<file path="src/rtl/mem_1w1r_fifo_ctrl.sv">
// mem_1w1r_fifo_ctrl: FIFO controller for an external 1-write/1-read memory with a 2-entry registered output buffer
//   clk, rst                          : clock and synchronous active-high reset
//   flush                             : synchronous clear of all contents
//   wr_valid, wr_ready, wr_data       : write handshake and payload
//   rd_valid, rd_ready, rd_data       : read handshake and head payload
//   level                             : registered total entries held (memory + in flight + buffer)
//   mem_wen, mem_waddr, mem_wdata     : memory write port
//   mem_ren, mem_raddr, mem_rdata     : memory read port, mem_rdata valid the cycle after mem_ren
module mem_1w1r_fifo_ctrl #(
    parameter int PTR_WIDTH  = 3,
    parameter int DATA_WIDTH = 39,
    parameter int DEPTH      = 7
) (
    input  logic                  clk,
    input  logic                  rst,
    input  logic                  flush,
    input  logic                  wr_valid,
    output logic                  wr_ready,
    input  logic [DATA_WIDTH-1:0] wr_data,
    output logic                  rd_valid,
    input  logic                  rd_ready,
    output logic [DATA_WIDTH-1:0] rd_data,
    output logic [PTR_WIDTH+1:0]  level,
    output logic                  mem_wen,
    output logic [PTR_WIDTH-1:0]  mem_waddr,
    output logic [DATA_WIDTH-1:0] mem_wdata,
    output logic                  mem_ren,
    output logic [PTR_WIDTH-1:0]  mem_raddr,
    input  logic [DATA_WIDTH-1:0] mem_rdata
);
    localparam logic [PTR_WIDTH-1:0] LAST = PTR_WIDTH'(DEPTH - 1);
    localparam logic [PTR_WIDTH:0]   FULL = (PTR_WIDTH + 1)'(DEPTH);
    logic [PTR_WIDTH-1:0]  wptr_q, wptr_d, rptr_q, rptr_d;
    logic [PTR_WIDTH:0]    mem_cnt_q, mem_cnt_d;
    logic                  inflight_q, inflight_d;
    logic [1:0]            ob_cnt_q, ob_cnt_d, ob_left;
    logic [DATA_WIDTH-1:0] ob0_q, ob0_d, ob1_q, ob1_d, ob_shift;
    logic [PTR_WIDTH+1:0]  level_q, level_d;
    logic                  push, pop, fetch, cap;
    always_comb begin
        wr_ready   = !rst && !flush && mem_cnt_q != FULL;
        rd_valid   = !rst && ob_cnt_q != 2'd0;
        rd_data    = ob0_q;
        level      = level_q;
        push       = wr_valid && wr_ready;
        pop        = rd_valid && rd_ready;
        // fetch only if the buffer can absorb the word once it returns
        fetch      = !rst && !flush && mem_cnt_q != '0 &&
                     ({1'b0, ob_cnt_q} + {2'b0, inflight_q} - {2'b0, pop}) < 3'd2;
        cap        = inflight_q && !flush;
        mem_wen    = push;
        mem_waddr  = wptr_q;
        mem_wdata  = wr_data;
        mem_ren    = fetch;
        mem_raddr  = rptr_q;
        ob_left    = ob_cnt_q - {1'b0, pop};
        ob_shift   = pop ? ob1_q : ob0_q;
        ob0_d      = (cap && ob_left == 2'd0) ? mem_rdata : ob_shift;
        ob1_d      = (cap && ob_left == 2'd1) ? mem_rdata : ob1_q;
        wptr_d     = flush ? '0 : push  ? (wptr_q == LAST ? '0 : wptr_q + 1'b1) : wptr_q;
        rptr_d     = flush ? '0 : fetch ? (rptr_q == LAST ? '0 : rptr_q + 1'b1) : rptr_q;
        mem_cnt_d  = flush ? '0 : mem_cnt_q + {PTR_WIDTH'(0), push} - {PTR_WIDTH'(0), fetch};
        inflight_d = fetch;
        ob_cnt_d   = flush ? 2'd0 : ob_left + {1'b0, cap};
        level_d    = {1'b0, mem_cnt_d} + {{(PTR_WIDTH + 1){1'b0}}, inflight_d} +
                     {{PTR_WIDTH{1'b0}}, ob_cnt_d};
    end
    always_ff @(posedge clk) begin
        if (rst) begin
            wptr_q     <= '0;
            rptr_q     <= '0;
            mem_cnt_q  <= '0;
            inflight_q <= 1'b0;
            ob_cnt_q   <= 2'd0;
            ob0_q      <= '0;
            ob1_q      <= '0;
            level_q    <= '0;
        end else begin
            wptr_q     <= wptr_d;
            rptr_q     <= rptr_d;
            mem_cnt_q  <= mem_cnt_d;
            inflight_q <= inflight_d;
            ob_cnt_q   <= ob_cnt_d;
            ob0_q      <= ob0_d;
            ob1_q      <= ob1_d;
            level_q    <= level_d;
        end
    end
endmodule

</file>
<file path="config.mk">
export PLATFORM = sky130hd
export DESIGN_NAME = mem_1w1r_fifo_ctrl
export DESIGN_NICKNAME = d
export VERILOG_FILES = /design/src/rtl/mem_1w1r_fifo_ctrl.sv
export SDC_FILE = /design/constraint.sdc
export NUM_CORES = 1
export LEC_CHECK = 0
export CAP_MARGIN = 10
export CORE_MARGIN = 4
export CORE_UTILIZATION = 43
export CTS_CLUSTER_SIZE = 40
export DETAILED_ROUTE_END_ITERATION = 10
export HOLD_SLACK_MARGIN = 0.08
export PLACE_DENSITY = 0.76
export SETUP_SLACK_MARGIN = 0.1
export SYNTH_ARGS = -nofsm -noshare
export SYNTH_HDL_FRONTEND = slang
export SYNTH_SLANG_ARGS = --single-unit
</file>
<file path="constraint.sdc">
create_clock -name clk -period 6.31 [get_ports clk]
set_input_delay 1.262 -clock clk [delete_from_list [all_inputs] [get_ports clk]]
set_output_delay 1.262 -clock clk [all_outputs]
set_load 0.01 [all_outputs]
</file>
=== Word-level counts from Yosys, hierarchy flattened ===
Index checks and enable logic that the tools add are counted.

* Muxes and demuxes: 6
* Reductions and logical operators: 17
* Magnitude comparators: 1
* Eq/ne operators: 4
* $add $sub $neg: 10

{| class="wikitable"
|+ Operator list
! kind !! count
|-
| 39-bit 2-to-1 mux || 2
|-
| 1-bit logical AND || 10
|-
| 3-bit by 1-bit adder with 3-bit output (second input constant) || 2
|-
| 3-bit == test (second input constant) || 2
|-
| 3-bit 2-to-1 mux || 2
|-
| 4-bit by 1-bit adder with 5-bit output || 1
|-
| 5-bit by 2-bit adder with 5-bit output || 1
|-
| 4-bit by 1-bit adder with 4-bit output || 1
|-
| 4-bit 2-to-1 mux || 1
|-
| 4-bit by 3-bit inequality test with 1-bit output (second input constant) || 1
|-
| 2-bit nonzero test || 2
|-
| 4-bit nonzero test || 1
|-
| 4-bit by 1-bit subtractor with 4-bit output || 1
|-
| 2-bit by 1-bit adder with 3-bit output || 1
|-
| 3-bit by 2-bit < comparator with 1-bit output (second input constant) || 1
|-
| 3-bit by 1-bit subtractor with 3-bit output || 1
|-
| 2-bit by 1-bit adder with 2-bit output || 1
|-
| 2-bit by 1-bit == test with 1-bit output (second input constant) || 1
|-
| 1-bit logical NOT || 2
|-
| 2-bit logical NOT || 1
|-
| 2-bit 2-to-1 mux || 1
|-
| 2-bit OR reduction || 1
|-
| 2-bit by 1-bit subtractor with 2-bit output || 1
|}

* Output and inout port bits: 93
* Register bits after elaboration: 96
* Word-level logic and storage cells: 46

=== Depth between registers and ports, before layout ===
* Depth in word-level cells: 10
* Depth in mapped cells: 20
* Mapped depth without buffers: 19

=== Worst setup path after synthesis ===
Ideal clock, no wire load.

* Path type: input to register
* Start point: input port rst
* End point: register level_q[3], in the netlist level[3]
* Required time: 6.238 ns
* Stages on the path: 20
* Setup slack: 0.919 ns
* Data arrival time: 5.319 ns
* Setup time: 0.072 ns
* Path buffers: 1
* Cell sequence: o21ba_2 -> nand2_1 -> inv_1 -> clkbuf_1 -> ha_1 -> inv_1 -> nand2_1 -> fa_1 -> xor2_1 -> a2111oi_4 -> ha_1 -> inv_1 -> ha_1 -> fa_1 -> nand2b_1 -> inv_1 -> ha_1 -> a21oi_1 -> or3_1 -> mux2i_1

* Longest elaborated chain between the ends: 10

{| class="wikitable"
|+ RTL lines
! what !! RTL line !! text
|-
| start, declared || 15 || <nowiki>input logic rst,</nowiki>
|-
| 1-bit logical NOT * || 42, 48 ||
|-
| 1-bit logical AND || 42 || <nowiki>rd_valid = !rst && ob_cnt_q != 2'd0;</nowiki>
|-
| 1-bit logical AND || 46 || <nowiki>pop = rd_valid && rd_ready;</nowiki>
|-
| 3-bit by 1-bit subtractor with 3-bit output || 49 || <nowiki>({1'b0, ob_cnt_q} + {2'b0, inflight_q} - {2'b0, pop}) < 3'd2;</nowiki>
|-
| 3-bit by 2-bit < comparator with 1-bit output || 49 ||
|-
| 1-bit logical AND * || 48 || <nowiki>fetch = !rst && !flush && mem_cnt_q != '0 &&</nowiki>
|-
| net mem_ren || 27 || <nowiki>output logic mem_ren,</nowiki>
|-
| 4-bit by 1-bit subtractor with 4-bit output * || 62 || <nowiki>mem_cnt_d = flush ? '0 : mem_cnt_q + {PTR_WIDTH'(0), push} - {PTR_WIDTH'(0), fetch};</nowiki>
|-
| 4-bit 2-to-1 mux * || 62 ||
|-
| net mem_cnt_d[1] || 34 || <nowiki>logic [PTR_WIDTH:0] mem_cnt_q, mem_cnt_d;</nowiki>
|-
| 4-bit by 1-bit adder with 5-bit output * || 65 || <nowiki>level_d = {1'b0, mem_cnt_d} + {{(PTR_WIDTH + 1){1'b0}}, inflight_d} +</nowiki>
|-
| 5-bit by 2-bit adder with 5-bit output * || 65 ||
|-
| end signal, assigned || 86 || <nowiki>level_q <= level_d;</nowiki>
|-
| end, declared || 38 || <nowiki>logic [PTR_WIDTH+1:0] level_q, level_d;</nowiki>
|}

The timed path passes the listed nets; every way through them passes the cells marked *.
A chain may end at the register's enable or synchronous reset.

=== Worst setup path in the final report ===
* Start point: input port rd_ready
* End point: output port mem_ren

* Longest elaborated chain between the ends: 4

{| class="wikitable"
|+ RTL lines
! what !! RTL line !! text
|-
| start, declared || 21 || <nowiki>input logic rd_ready,</nowiki>
|-
| 1-bit logical AND || 46 ||
|-
| 3-bit by 1-bit subtractor with 3-bit output || 49 ||
|-
| 3-bit by 2-bit < comparator with 1-bit output || 49 ||
|-
| 1-bit logical AND || 48 ||
|-
| end, declared || 27 ||
|}

Every way passes these cells.

==> out/summary.md <==
The run finished with clean final reports. In the final layout, the multi-input gates occupy 1870 um^2. The number of hold violations in the final report is 0. The number of different library cells used by synthesis comes to 34.

The count of hold buffers inserted by post-cts repair came out at 0. After detailed routing, the number of vias per cell comes to 4.98. Traced cell by cell, the critical path runs through clkdlybuf4s50_1 -> nand2_1 -> inv_1 -> ha_1 -> inv_1 -> nand2_1 -> fa_1 -> xor2_1 -> a2111oi_4 -> clkdlybuf4s50_1. The largest total area in the synthesized netlist belongs to dfxtp_1.

The leading cell type by number of instances after synthesis was nand2_1. The overall power after layout is 1120 uW, and the average detailed-routed wire length per instance is 13.3 um. STA puts the critical path data arrival time at 4.12 ns. The net count after synthesis is 631. The clock tree synthesis step divided the H-tree into 3 levels. The clock edge transition at the registers on the reported setup and hold paths was 0.08 ns. The number of placed I/O pins was 176; the count of buffers inserted at the top-level ports was 97. Net switching is 21.1% of the power.

The final number of max-transition violations is 0. After layout, the worst setup slack is 0.928 ns. For the endpoint required time on the critical path, the log shows 5.05 ns.

The share of total power dissipated in sequential elements is 54.9%. In this design, the stage delay of the slowest critical-path cell is 0.65 ns. The relative max-transition margin was 45.5%. The number of filler cells placed in the layout is 919. The kind of capture point of the worst setup path is an output pin. Entering global routing, the biggest net connects 85 pins. In the routed design, unresolved DRC markers number 0. In this run the mean area of a mapped cell was 8.01 um^2.

The cell family contributing the most delay on the critical path is buffers and inverters. The sequential standard cell area was 1920 um^2; the number of optimization iterations in the first detailed-route pass was 4. At the pin with the least slew margin, the transition time is 0.818 ns.

The worst-case IR drop observed on VDD is 0.000116 V. In this run the power spent charging and discharging nets is 237 uW. The mapped cell area came out at 4280 um^2. After clock tree synthesis, the setup repair step added 0 buffers. The floorplan step defined a die boundary enclosing 11600 um^2. The initial antenna violation count is 0.

The number of global-route vias before repair is 3540, and the overall overflow remaining after global route is 0. In this run the static leakage power is 0.00178 uW. The logs give 0.00510 ns for the clock tree skew after final layout and 0 for the number of max-cap violations. In this run the power density over the cells is 214 nW/um^2. STA classifies the critical path startpoint as an input pin. The share of synthesized flip-flops with an asynchronous set or reset was 0%.

Counting flops and latches in the post-synthesis netlist gives 96. Counting along the longest clock path gives a buffer depth of 2. For this run, the register share of the synthesized area comes to 44.9%. The repair_antennas step left the layout with diodes totalling 0. The internal power of the cells totals 886 uW. For this run, the total global-route usage over all layers was measured as 17.0%.

Once layout is complete, the utilization of the core stands at 53.9%. Counting instances in the post-synthesis netlist gives the leading cell types as 161 x nand2_1, 96 x dfxtp_1, 50 x nor2_1. Setup violations remaining at the end of the flow were counted as 0. The tools report the total number of vias as 3542. At the end of routability-driven placement, the weighted congestion stood at 0.791. In this run, the clock network consumes 37.4% of the power. After floorplanning, the core was sized to cover 9730 um^2.

The pre-CTS worst setup slack came out at 0.812 ns. The run gives 36 as the cell row count. The part of the power in combinational logic was 7.7%; the count of nets left with antenna violations after detail routing was 0.

The tools report the warning count from the yosys run as 0. The class of the most critical hold timing path is reg2reg. Post-route fraction of the period consumed by the critical path: 85.3%. The slowest cell on the critical path is clkdlybuf4s50_1.

The setup TNS was 0 ns; the area share of the largest cell type after synthesis was 44.9%. The first global-routing pass estimated 16200 um of wire. In this run, the number of DRC markers left after iteration 0 of detailed routing was 120.

The fraction of layout cells with a size suffix above 1 was 4.33%; the number of nets in the layout was 670. For the worst-skew pair, the clock arrives at the later sink with an insertion delay of 0.34 ns. Wires add up to 9450 um. The die is 108 um tall. Clock tree synthesis inserted a total of 9 buffers.

CTS saw 96 sinks. The time the worst path needs with I/O delays and setup is 5.38 ns. By startpoint and endpoint, the worst setup path is classified as in2out. The largest driver fanout on the critical path was 8; the number of enable flip-flop cells after synthesis was 0.

The x dimension of the die works out to 108 um. The combined buffer and inverter count along the critical path came out at 4. Sorting the synthesized cells by area gives the leading types as dfxtp_1 45%, nand2_1 14%, a311oi_1 8.2%. From synthesis to final layout, the design area changed by 22.5%. Based on the critical path, the design can be clocked at up to 186 MHz. The instance count of the mapped netlist was 534. Among all flip-flop cells after synthesis, the most frequent one is dfxtp_1. The count of instances resized after the clock tree is built came out at 0. The tree is rooted in a clkbuf_8. Placed wire-length estimate: 6500 um. Across all hold checks on the routed design, the worst slack comes to 0.457 ns.

The tools report the starting density of the core as 44.0%. TritonCTS built the clock tree. Setup repair after global routing left no endpoint under its margin.
[metal layers]
layer | up-vias | track usage [%] | wire (um)
met1 | 1636 | 20.9 | 4190
met5 | - | 0 | 0
met4 | 0 | 5.05 | 106
met3 | 16 | 4.74 | 548
li1 | 1802 | - | -
met2 | 88 | 28.8 | 4610
[final timing paths]
check                    to  cells after the start         from  slack [ns]
setup / recovery    mem_ren                     10     rd_ready        0.93
hold / removal    ob1_q[32]                      2    ob1_q[32]        0.46
setup reg to reg   level[3]                     19  ob_cnt_q[1]        1.88
hold reg to reg   ob1_q[32]                      2    ob1_q[32]        0.46
[cell type report]
cell class              count  share of cell area (%)
multi-input cells         347                    35.6
flip-flops and latches     96                    36.7
clock inverters             2                   0.669
well taps                 133                    3.18
clock buffers              14                    3.49
repair buffers            102                    19.1
inverters                  17                    1.22
[registers in the layout, summed over array words and instances (netlist names)]
register / cells
ob1_q: 39
rd_data: 39
level: 5
mem_cnt_q: 4
mem_raddr: 3
mem_waddr: 3
ob_cnt_q: 2
inflight_q: 1
[power by group through the flow]
stage	clock, uW	combinational, uW	sequential, uW
global placement	0	85.7	631
floorplan	0	57.6	634
finish	420	86.4	617
detailed placement	0	86.3	631
CTS	434	87.1	617
global route	464	94.3	618
[layout by cell type (no fill, tap or decap), types with 4 or more instances in the layout]
master,count
a21oi_1,43
a311oi_1,40
and2_1,4
buf_4,5
clkbuf_8,13
clkdlybuf4s50_1,96
dfxtp_1,96
fa_1,4
ha_1,10
inv_1,17
nand2_1,161
nand2b_1,4
nor2_1,50
[cells by family (layout without fill, tap and decap cells)]
logic type / count (synthesis) / in the layout / synth area share (%)
buf+inv: 91 / 135 / 11.7
xor+xnor: 5 / 5 / 1.02
simple gates: 230 / 230 / 21.2
mux: 3 / 3 / 0.702
flops: 96 / 96 / 44.9
compound gates: 95 / 95 / 15.7
fa+ha+maj: 14 / 14 / 4.80
[through the flow]
step,area (um^2),std cells
finish,5240,711
global route,5240,711
CTS,5240,711
detailed placement,5020,695
global placement,5020,695
floorplan,4280,534
[worst register-to-register path: cells and delay by family (launching register included)]
family,cells,cell delay [ns]
adder cells (fa/ha/maj),6,1.87
XOR/XNOR,1,0.18
multiplexers,1,0.14
AO/OA/AOI/OAI,3,0.86
flip-flops,1,0.37
AND/OR/NAND/NOR,4,0.63
buffers and inverters,4,0.31
Note: power is estimated with default switching activity, not from simulation.
